$ cat src/rtl/ysyx_24100005_mem_pkg.sv
// Shared definitions for the NPC memory-port arbiter: FSM states,
// owner identifiers and the wait-counter width.
package ysyx_24100005_mem_pkg;

    typedef enum logic [1:0] {
        ST_IDLE = 2'd0,
        ST_WAIT = 2'd1,
        ST_RESP = 2'd2
    } state_t;

    // Owner ids double as the index of the requester in the req/gnt vectors.
    localparam logic OWN_IFU = 1'b0;
    localparam logic OWN_LSU = 1'b1;

    // Wide enough for MEM_LAT-1 with MEM_LAT in 1..15.
    localparam int CNT_W = 4;

endpackage

$ cat src/rtl/ysyx_24100005_rr_arb2.sv
// Combinational two-way round-robin picker. Bit 0 is the IFU, bit 1 the LSU.
// On a tie the requester that did not win last time is chosen; a lone
// requester always wins.
module ysyx_24100005_rr_arb2
    import ysyx_24100005_mem_pkg::*;
(
    input  logic [1:0] req,
    input  logic       last,
    output logic [1:0] gnt
);

    // Pick a one-hot winner from the request vector and the last owner.
    always_comb begin
        gnt = 2'b00;
        if (req[0] && req[1]) begin
            if (last == OWN_LSU) begin
                gnt = 2'b01;
            end else begin
                gnt = 2'b10;
            end
        end else begin
            gnt = req;
        end
    end

endmodule

$ cat src/rtl/ysyx_24100005_mem_arbiter.sv
// Shares the single NPC memory port between instruction fetch and load/store.
// One request is accepted at a time, the port is held for MEM_LAT cycles and
// a one-cycle response is returned to the requester that won the grant.
//
// Handshake: a requester raises *_valid with a stable payload; the request is
// taken in the cycle where *_valid and *_ready are both high. *_ready is only
// ever high in IDLE (and never during reset), so at most one request is
// accepted per transaction. Responses have no backpressure.
module ysyx_24100005_mem_arbiter
    import ysyx_24100005_mem_pkg::*;
#(
    parameter int ADDR_W  = 32,
    parameter int DATA_W  = 32,
    parameter int MEM_LAT = 1     // legal range 1..15
) (
    input  logic                clk,
    input  logic                rst,
    input  logic                ifu_valid,
    output logic                ifu_ready,
    input  logic [ADDR_W-1:0]   ifu_addr,
    output logic                ifu_resp_valid,
    output logic [DATA_W-1:0]   ifu_rdata,
    input  logic                lsu_valid,
    output logic                lsu_ready,
    input  logic [ADDR_W-1:0]   lsu_addr,
    input  logic                lsu_wen,
    input  logic [DATA_W-1:0]   lsu_wdata,
    input  logic [DATA_W/8-1:0] lsu_wmask,
    output logic                lsu_resp_valid,
    output logic [DATA_W-1:0]   lsu_rdata,
    output logic                mem_valid,
    output logic                mem_wen,
    output logic [ADDR_W-1:0]   mem_addr,
    output logic [DATA_W-1:0]   mem_wdata,
    output logic [DATA_W/8-1:0] mem_wmask,
    input  logic [DATA_W-1:0]   mem_rdata,
    output logic [1:0]          dbg_state
);

    localparam logic [CNT_W-1:0] CNT_INIT = CNT_W'(MEM_LAT - 1);

    state_t              state;
    logic [CNT_W-1:0]    cnt;
    logic                owner;
    logic                last;
    logic [ADDR_W-1:0]   addr_q;
    logic                wen_q;
    logic [DATA_W-1:0]   wdata_q;
    logic [DATA_W/8-1:0] wmask_q;
    logic [1:0]          gnt;
    logic                grant_ok;

    ysyx_24100005_rr_arb2 u_arb (
        .req  ({lsu_valid, ifu_valid}),
        .last (last),
        .gnt  (gnt)
    );

    // Grants are only visible in IDLE and never while reset is held.
    assign grant_ok  = (state == ST_IDLE) && rst;
    assign ifu_ready = grant_ok && gnt[0];
    assign lsu_ready = grant_ok && gnt[1];

    // Memory port is driven from the latched request; the write strobe is
    // confined to the last WAIT cycle so a write lands exactly once.
    assign mem_valid = (state == ST_WAIT);
    assign mem_wen   = (state == ST_WAIT) && wen_q && (cnt == '0);
    assign mem_addr  = addr_q;
    assign mem_wdata = wdata_q;
    assign mem_wmask = wmask_q;

    assign ifu_resp_valid = (state == ST_RESP) && (owner == OWN_IFU);
    assign lsu_resp_valid = (state == ST_RESP) && (owner == OWN_LSU);

    assign dbg_state = state;

    // Controller: grant and latch in IDLE, count in WAIT, respond in RESP.
    always_ff @(posedge clk or negedge rst) begin
        if (!rst) begin
            state     <= ST_IDLE;
            cnt       <= '0;
            owner     <= OWN_IFU;
            last      <= OWN_LSU;
            addr_q    <= '0;
            wen_q     <= 1'b0;
            wdata_q   <= '0;
            wmask_q   <= '0;
            ifu_rdata <= '0;
            lsu_rdata <= '0;
        end else begin
            case (state)
                ST_IDLE: begin
                    if (gnt[1]) begin
                        owner   <= OWN_LSU;
                        last    <= OWN_LSU;
                        addr_q  <= lsu_addr;
                        wen_q   <= lsu_wen;
                        wdata_q <= lsu_wdata;
                        wmask_q <= lsu_wmask;
                        cnt     <= CNT_INIT;
                        state   <= ST_WAIT;
                    end else if (gnt[0]) begin
                        // Fetches are always reads with no write payload.
                        owner   <= OWN_IFU;
                        last    <= OWN_IFU;
                        addr_q  <= ifu_addr;
                        wen_q   <= 1'b0;
                        wdata_q <= '0;
                        wmask_q <= '0;
                        cnt     <= CNT_INIT;
                        state   <= ST_WAIT;
                    end
                end
                ST_WAIT: begin
                    if (cnt == '0) begin
                        // Only the owner's data register moves; the other
                        // side keeps its last response.
                        if (owner == OWN_LSU) begin
                            lsu_rdata <= wen_q ? '0 : mem_rdata;
                        end else begin
                            ifu_rdata <= mem_rdata;
                        end
                        state <= ST_RESP;
                    end else begin
                        cnt <= cnt - 1'b1;
                    end
                end
                ST_RESP: begin
                    state <= ST_IDLE;
                end
                default: begin
                    state <= ST_IDLE;
                end
            endcase
        end
    end

endmodule

$ cat config.mk
export PLATFORM = sky130hd
export DESIGN_NAME = ysyx_24100005_mem_arbiter
export DESIGN_NICKNAME = d
export VERILOG_FILES = /design/src/rtl/ysyx_24100005_mem_pkg.sv /design/src/rtl/ysyx_24100005_rr_arb2.sv /design/src/rtl/ysyx_24100005_mem_arbiter.sv
export SDC_FILE = /design/constraint.sdc
export NUM_CORES = 1
export LEC_CHECK = 0
export BUFFER_PORTS_ARGS = -buffer_cell sky130_fd_sc_hd__buf_2
export CAP_MARGIN = 20
export CORE_MARGIN = 4
export CORE_UTILIZATION = 50
export DETAILED_ROUTE_END_ITERATION = 16
export PLACE_DENSITY = 0.85
export SLEW_MARGIN = 30
export SYNTH_ARGS = -nofsm -noshare
export SYNTH_HDL_FRONTEND = slang
export SYNTH_SLANG_ARGS = --single-unit
$ cat constraint.sdc
create_clock -name clk -period 4.68 [get_ports clk]
set_input_delay 0.468 -clock clk [delete_from_list [all_inputs] [get_ports clk]]
set_output_delay 0.468 -clock clk [all_outputs]
set_load 0.01 [all_outputs]
# [Word-level counts from Yosys, hierarchy flattened]
# Cells that the tools add are included.
[word_totals] out_inout_bits=140 ff_bits=141 word_cells=53
[op_classes] muxes=19 n_addsub=1 eq_ne=5 n_bitwise=1 reduce_logical=17
[op_table] op="2-to-1 mux 32 bit" count=5
[op_table] op="2-to-1 mux 4 bit" count=4
[op_table] op="2-to-1 mux 2 bit" count=5
[op_table] op="AND reduction 3 bit" count=3
[op_table] op="logical AND 1 bit" count=8
[op_table] op="one-hot mux 4 bit (2 select lines)" count=1
[op_table] op="logical NOT 4 bit" count=1
[op_table] op="one-hot mux 2 bit (2 select lines)" count=1
[op_table] op="AND reduction 2 bit" count=2
[op_table] op="nonzero test 2 bit" count=2
[op_table] op="subtractor 4 x 1 -> 4 bit, second input constant" count=1
[op_table] op="2-to-1 mux 1 bit" count=3
[op_table] op="inequality test 3 bit, second input constant" count=1
[op_table] op="equality test 2 x 1 -> 1 bit, second input constant" count=1
[op_table] op="equality test 2 bit, second input constant" count=1
[op_table] op="logical NOT 2 bit" count=1
[op_table] op="inequality test 2 x 1 -> 1 bit, second input constant" count=1
[op_table] op="inequality test 2 bit, second input constant" count=1
[op_table] op="NOT 1 bit" count=1

# [Logic depth before layout (Yosys ltp)]
# Gate-level depths: netlist of the first run.
[depth] word_depth=5 depth_mapped=7

# [Hierarchy]
# From an unflattened synthesis of the first run, not the netlist that was laid out.
[unflattened] cells_unflattened=447 hier_area_um2=5998.3
[by_module_without_submodules] module="ysyx_24100005_mem_arbiter" n_inst=1 cells_per_inst=444 area_each_um2=5979.5 seq_area_each_um2=3529.6
[by_module_without_submodules] module="ysyx_24100005_rr_arb2" n_inst=1 cells_per_inst=3 area_each_um2=18.8 seq_area_each_um2=0.0

# [Worst setup path after synthesis of the first run]
# Ideal clock, no wire load.
[synth_path] kind="reg-to-output" start="register state[0], in the netlist dbg_state[0]" end="output port lsu_ready" stages_incl_launch_ff=7 required_time_ns=4.212 path_slack_ns=2.466 arrival_ns=1.746 n_path_buf=3 path_cell_list="dfrtp_1 -> or2_2 -> clkbuf_1 -> nor2_1 -> clkbuf_1 -> buf_2 -> and2_1"
[synth_via] elab_chain_len=3
[synth_rtl] element="start, declared" line="ysyx_24100005_mem_arbiter.sv:42" text="state_t state;"
[synth_rtl] element="start signal, assigned" line="ysyx_24100005_mem_arbiter.sv:80" text="state <= ST_IDLE;"
[synth_rtl] element="start signal, assigned" line="ysyx_24100005_mem_arbiter.sv:101" text="state <= ST_WAIT;"
[synth_rtl] element="start signal, assigned" line="ysyx_24100005_mem_arbiter.sv:111" text="state <= ST_WAIT;"
[synth_rtl] element="logical NOT 2 bit" line="ysyx_24100005_mem_arbiter.sv:60" text="assign grant_ok = (state == ST_IDLE) && rst;"
[synth_rtl] element="logical AND 1 bit" line="ysyx_24100005_mem_arbiter.sv:60"
[synth_rtl] element="logical AND 1 bit" line="ysyx_24100005_mem_arbiter.sv:62" text="assign lsu_ready = grant_ok && gnt[1];"
[synth_rtl] element="end, declared" line="ysyx_24100005_mem_arbiter.sv:24" text="output logic lsu_ready,"
# No other way between the ends.

# [Worst setup path in the final report of the first run]
# Ends and elaborated chain as after synthesis.

==> metrics.csv, run 1 <==
metric,value,unit
Worst EP required,4.21,ns
Max Clock Skew,0.00923,ns
clock buffer count from CTS,17,
leading area contributor after synthesis,dfrtp_1,
endpoints failing setup,0,
"Arr. time, crit path",2.29,ns
# diodes,0,
share of the synthesized area in the top cell type,0.588,
# IOs,277,
remaining antenna violation count,0,
Synth area leaders,"dfrtp_1, mux2_4, mux2_2",
multi-input logic area,0.00227,mm^2
Post-Route Utilization,0.702,
max-cap viol count,0,
crit-path cells,"or2_2, nor2_2, buf_4, and2_1, buf_2",
Mean Syn Cell Area,13.4,um^2
number of global-route vias before repair,4853,
Initial Utilization,0.517,
Tcrit/Tclk final,0.589,
Fmax,363,MHz
Synth-to-Final Area Change,35.8,%
mapped cell area,0.00595,mm^2
Startpoint Class,flip-flop,
Total GRT Usage,0.231,
Syn. warnings,0,
H-tree depth,4,
Slew headroom,0.558,
final setup TNS,0,ns
fin crit period,2.76,ns
CTS tree,yes,
Sequential cell area,0.00353,mm^2
leakage power,4.30,nW
Cells after DPL,836,
post-synthesis sequential area ratio,0.593,
Max stage delay on crit path,0.57,ns
TritonRoute pass-1 iters,4,
synth cell count leaders,"dfrtp_1, o21ai_0, a22o_1",
DP HPWL,11400,um
Rows,39,
"Buf+Inv Stages, Crit Path",2,
antenna violations before repair,0,
final slew viol count,0,
DRC viols,0,
CTS Sinks,141,
most common cell in the synthesized netlist,dfrtp_1,
die footprint,0.0137,mm^2
pin count of the biggest net entering global routing,75,
Die W,117,um
die height,117,um
global route overflow,0,
nature of the critical path endpoint,output pin,
"Net count, final",851,
Filler cells,802,
routed wire length,16000,um
clock root buffer,clkbuf_16,
Post-synth EDFFs,0,
Synth Instances,444,
Vias,4677,
RSZ-0062 raised after global routing,no,
Buffers on Ports,276,
hold-fix buffers at CTS,0,
area of the core,0.0115,mm^2
wire per inst,18.5,um
Initial DRC Count,372,
pwr/cell area,747,mW/mm^2
slowest CP cell,or2_2,
final hold violations,0,
CTS max path bufs,2,
Post-CTS Setup Bufs,0,
run status,finished clean,
first-pass GRT wire length,24100,um
family with the most delay on the worst path,simple AND/OR/NAND/NOR gates,
"FFs w/ async S/R, synth",1.00,
class of the most critical hold timing path,in2async,
worst hold slack,0.0540,ns
most common flop cell mapped by yosys,dfrtp_1,
Seq cells post-synth,141,
Max IR drop VDD,0.000373,V
Via density,5.39,
post-synth cell types,30,
Synth Net Count,583,
gp weighted congestion,0.857,
CP Class,reg2out,
slew of the pin with the lowest slew margin,0.662,ns
post-cts resize count,0,
Post-Layout Cell Count,868,
share of layout cells above drive strength 1,0.528,
Worst Path Max Fanout,38,
Clock transition at path regs,0.06,ns
"Clk Latency, worst-skew pair",0.41,ns
==> cell type report <==
class / instances / area share
Clock inverter: 10 / 0.0231
Tap cell: 143 / 0.0221
Timing Repair Buffer: 281 / 0.177
Inverter: 6 / 0.00279
Multi-Input combinational cell: 265 / 0.281
Sequential cell: 141 / 0.437
Clock buffer: 22 / 0.0574
==> logic make-up after synthesis <==
kind of cell / count (synthesis) / synth area share
flops: 141 / 0.593
compound gates: 112 / 0.120
mux: 98 / 0.197
simple gates: 53 / 0.0555
buf+inv: 38 / 0.0307
fa+ha+maj: 2 / 0.00420
==> power by group <==
| group | switching, W | internal, W |
|---|---|---|
| clock | 0.000501 | 0.000974 |
| combinational | 0.00120 | 0.00116 |
| sequential | 0.000381 | 0.00182 |
| total | 0.00209 | 0.00395 |
==> metrics by stage <==
stage	total power [W]	setup WS, ns	instance area [um^2]
floorplan	0.00361	2.47	5950
global placement	0.00448	2.07	7420
detailed placement	0.00458	2.03	7420
CTS	0.00608	1.73	8070
global route	0.00640	1.75	8080
finish	0.00604	1.92	8080
==> final timing paths <==
check / from / endpoint / slack (ns) / cells past startpoint
min in group clk: lsu_wdata[16] / mem_wdata[16] / 0.27 / 2
worst min-delay path: rst / ifu_rdata[8] / 0.05 / 1
worst max register to register: dbg_state[1] / ifu_rdata[12] / 2.61 / 3
worst min register to register: mem_wdata[28] / mem_wdata[28] / 0.49 / 1
max in group asynchronous: rst / wen_q / 3.49 / 2
worst max-delay path: dbg_state[0] / lsu_ready / 1.92 / 5
==> registers in the layout (all words and copies together) (netlist names) <==
register,count
ifu_rdata,32
mem_wmask,4
dbg_state,2
mem_wdata,32
lsu_rdata,32
mem_addr,32
last,1
owner,1
cnt,4
wen_q,1
==> layer usage <==
layer / GRT usage / wire (um) / share of wire / vias up
li1: - / - / - / 2131
met1: 0.270 / 6200 / 0.39 / 2294
met2: 0.396 / 8190 / 0.51 / 224
met3: 0.0735 / 1260 / 0.079 / 28
met4: 0.0940 / 370 / 0.023 / 0
met5: 0 / 0 / 0 / -
==> cell usage in the layout, fill, tap and decap left out, types with 2 or more instances in the layout <==
master and n:
a21oi_1 2, a22o_1 37, and2_1 2, buf_2 275, buf_4 4, buf_6 2, bufinv_16 5, clkbuf_1 3
clkbuf_16 17, clkbuf_8 2, clkinvlp_4 3, dfrtp_1 139, ha_1 2, inv_1 6, mux2_1 2, mux2_2 32
mux2_4 30, mux2i_1 34, nand2b_1 2, nor2_1 4, nor2b_1 32, nor3_1 2, nor3b_1 3, o21ai_0 67
o22ai_1 3, or2_2 2
Note: power is estimated with default switching activity, not from simulation.
==> inputs of run 2 (changes only) <==
--- a/config.mk
+++ b/config.mk
@@ -8,9 +8,9 @@
 export BUFFER_PORTS_ARGS = -buffer_cell sky130_fd_sc_hd__buf_2
 export CAP_MARGIN = 20
 export CORE_MARGIN = 4
-export CORE_UTILIZATION = 50
+export CORE_UTILIZATION = 47
 export DETAILED_ROUTE_END_ITERATION = 16
-export PLACE_DENSITY = 0.85
+export PLACE_DENSITY = 0.81
 export SLEW_MARGIN = 30
 export SYNTH_ARGS = -nofsm -noshare
 export SYNTH_HDL_FRONTEND = slang
==> constraint.sdc (replaced) <==
create_clock -name clk -period 2.61 [get_ports clk]
set_input_delay 0.261 -clock clk [delete_from_list [all_inputs] [get_ports clk]]
set_output_delay 0.261 -clock clk [all_outputs]
set_load 0.01 [all_outputs]
==> run 2 against run 1 <==
  * Sequential share of layout area is 0.39 points lower
  * Clock-buffer cell count down 4
  * Register-to-register slack got worse by 2.1 ns
  * Routed wire length rose by 0.19%
  * Worst hold slack better by 0.014 ns
  * Non-clock buffer count rose by 11
  * Utilization shrank 3.4 points
  * Combinational power increased by 83%
  * Largest power group unchanged
==> metrics.csv, run 2 (synthesis results as in run 1) <==
metric,value,unit
Sequential cell area,0.00353,mm^2
H-tree depth,4,
endpoints failing setup,0,
combinational fraction of design power,0.405,
Max IR drop VDD,0.000669,V
fin crit period,2.14,ns
fin area,0.00815,mm^2
TritonRoute pass-1 iters,4,
P_sw,0.00378,W
"Net count, final",862,
pwr/cell area,1310,mW/mm^2
Vias,4734,
most frequent cells in the layout,"buf_2, dfrtp_1, o21ai_0",
number of global-route vias before repair,4895,
Total GRT Usage,0.223,
antenna violations before repair,0,
final setup margin,0.466,ns
Buffers on Ports,276,
CP Class,reg2reg,
family with the most delay on the worst path,simple AND/OR/NAND/NOR gates,
multi-input logic area,0.00226,mm^2
Tcrit/Tclk final,0.822,
nature of the critical path endpoint,flip-flop,
CTS tree,yes,
share of layout cells above drive strength 1,0.537,
Clock transition at path regs,0.06,ns
Startpoint Class,flip-flop,
wire per inst,17.8,um
global route overflow,0,
DP HPWL,11900,um
"commonest non-fill, non-tap cell in the layout",buf_2,
Worst EP required,2.91,ns
clock buffer count from CTS,17,
area of the core,0.0122,mm^2
switching share of power,0.353,
routed wire length,16100,um
CTS Sinks,141,
"Buf+Inv Stages, Crit Path",1,
class of the most critical hold timing path,in2reg,
hold-fix buffers at CTS,1,
RSZ-0062 raised after global routing,no,
Initial Utilization,0.488,
post-cts resize count,0,
Slew headroom,0.528,
clock power share,0.229,
Post-CTS Setup Bufs,0,
CTS max path bufs,2,
final setup TNS,0,ns
DP Area,0.00754,mm^2
final slew viol count,0,
Seq pwr share,0.366,
die height,121,um
pin count of the biggest net entering global routing,76,
slew of the pin with the lowest slew margin,0.705,ns
Worst Path Max Fanout,32,
leakage power,4.33,nW
Max Clock Skew,0.00585,ns
Fmax,466,MHz
Die W,121,um
Rows,40,
internal power,0.00692,W
Via density,5.24,
Post-Route Utilization,0.668,
Initial DRC Count,288,
die footprint,0.0145,mm^2
final hold violations,0,
overall power,0.0107,W
"Clk Latency, worst-skew pair",0.41,ns
dpl ws,0.481,ns
remaining antenna violation count,0,
# diodes,0,
slowest CP cell,or3_2,
Filler cells,941,
crit-path cells,"or3b_4, or3_2, buf_4, mux2_4",
run status,finished clean,
"Arr. time, crit path",2.44,ns
DRC viols,0,
Synth-to-Final Area Change,37.0,%
Max stage delay on crit path,0.45,ns
clock root buffer,clkbuf_16,
max-cap viol count,0,
gp weighted congestion,0.838,
first-pass GRT wire length,25400,um
# IOs,277,
[run 2: cell count changes in the layout (fill, tap and decap cells not counted), moves of 2 or more]
cell / previous run / this run
clkinvlp_4: 3 / 6
clkinv_2: 1 / 3
buf_4: 4 / 14
bufinv_16: 5 / 3
clkbuf_1: 3 / 0
[run 2: power by group through the flow]
stage | clock [W] | sequential, W | combinational (W)
2_1_floorplan | 0 | 0.00429 | 0.00219
3_5_place_dp | 0 | 0.00391 | 0.00439
4_1_cts | 0.00251 | 0.00390 | 0.00439
5_1_grt | 0.00261 | 0.00403 | 0.00472
3_3_place_gp | 0 | 0.00388 | 0.00422
6_report | 0.00245 | 0.00391 | 0.00433
[run 2: cell type report]
| class | count | area share |
|---|---|---|
| timing repair buffer | 292 | 0.187 |
| multi-input combinational | 265 | 0.277 |
| tap | 168 | 0.0258 |
| sequential | 141 | 0.433 |
| inverter | 6 | 0.00276 |
| clock buffer | 18 | 0.0539 |
| clock inverter | 14 | 0.0206 |
[run 2: worst paths after layout]
kind | startpoint | cells past startpoint | endpoint | slack (ns)
setup / recovery | dbg_state[0] | 4 | ifu_rdata[1] | 0.47
hold / removal | lsu_wdata[31] | 2 | mem_wdata[31] | 0.07
setup reg to reg | dbg_state[0] | 4 | ifu_rdata[1] | 0.47
hold reg to reg | last | 2 | last | 0.49
max in group asynchronous | rst | 3 | mem_wdata[10] | 1.51
min in group asynchronous | rst | 2 | lsu_rdata[8] | 0.29
[run 2: per-stage QoR]
| stage | hold WS, ns | std cells |
|---|---|---|
| after floorplan | -0.0346 | 444 |
| after global placement | 0.149 | 871 |
| after detailed placement | 0.156 | 871 |
| after CTS | 0.0454 | 904 |
| after global routing | 0.0485 | 904 |
| final | 0.0677 | 904 |
[run 2: layer usage]
| metal | GRT usage | routed length (um) | vias up |
|---|---|---|---|
| met2 | 0.367 | 7970 | 256 |
| li1 | - | - | 2152 |
| met4 | 0.0885 | 333 | 0 |
| met5 | 0 | 0 | - |
| met3 | 0.0702 | 1450 | 27 |
| met1 | 0.275 | 6300 | 2299 |
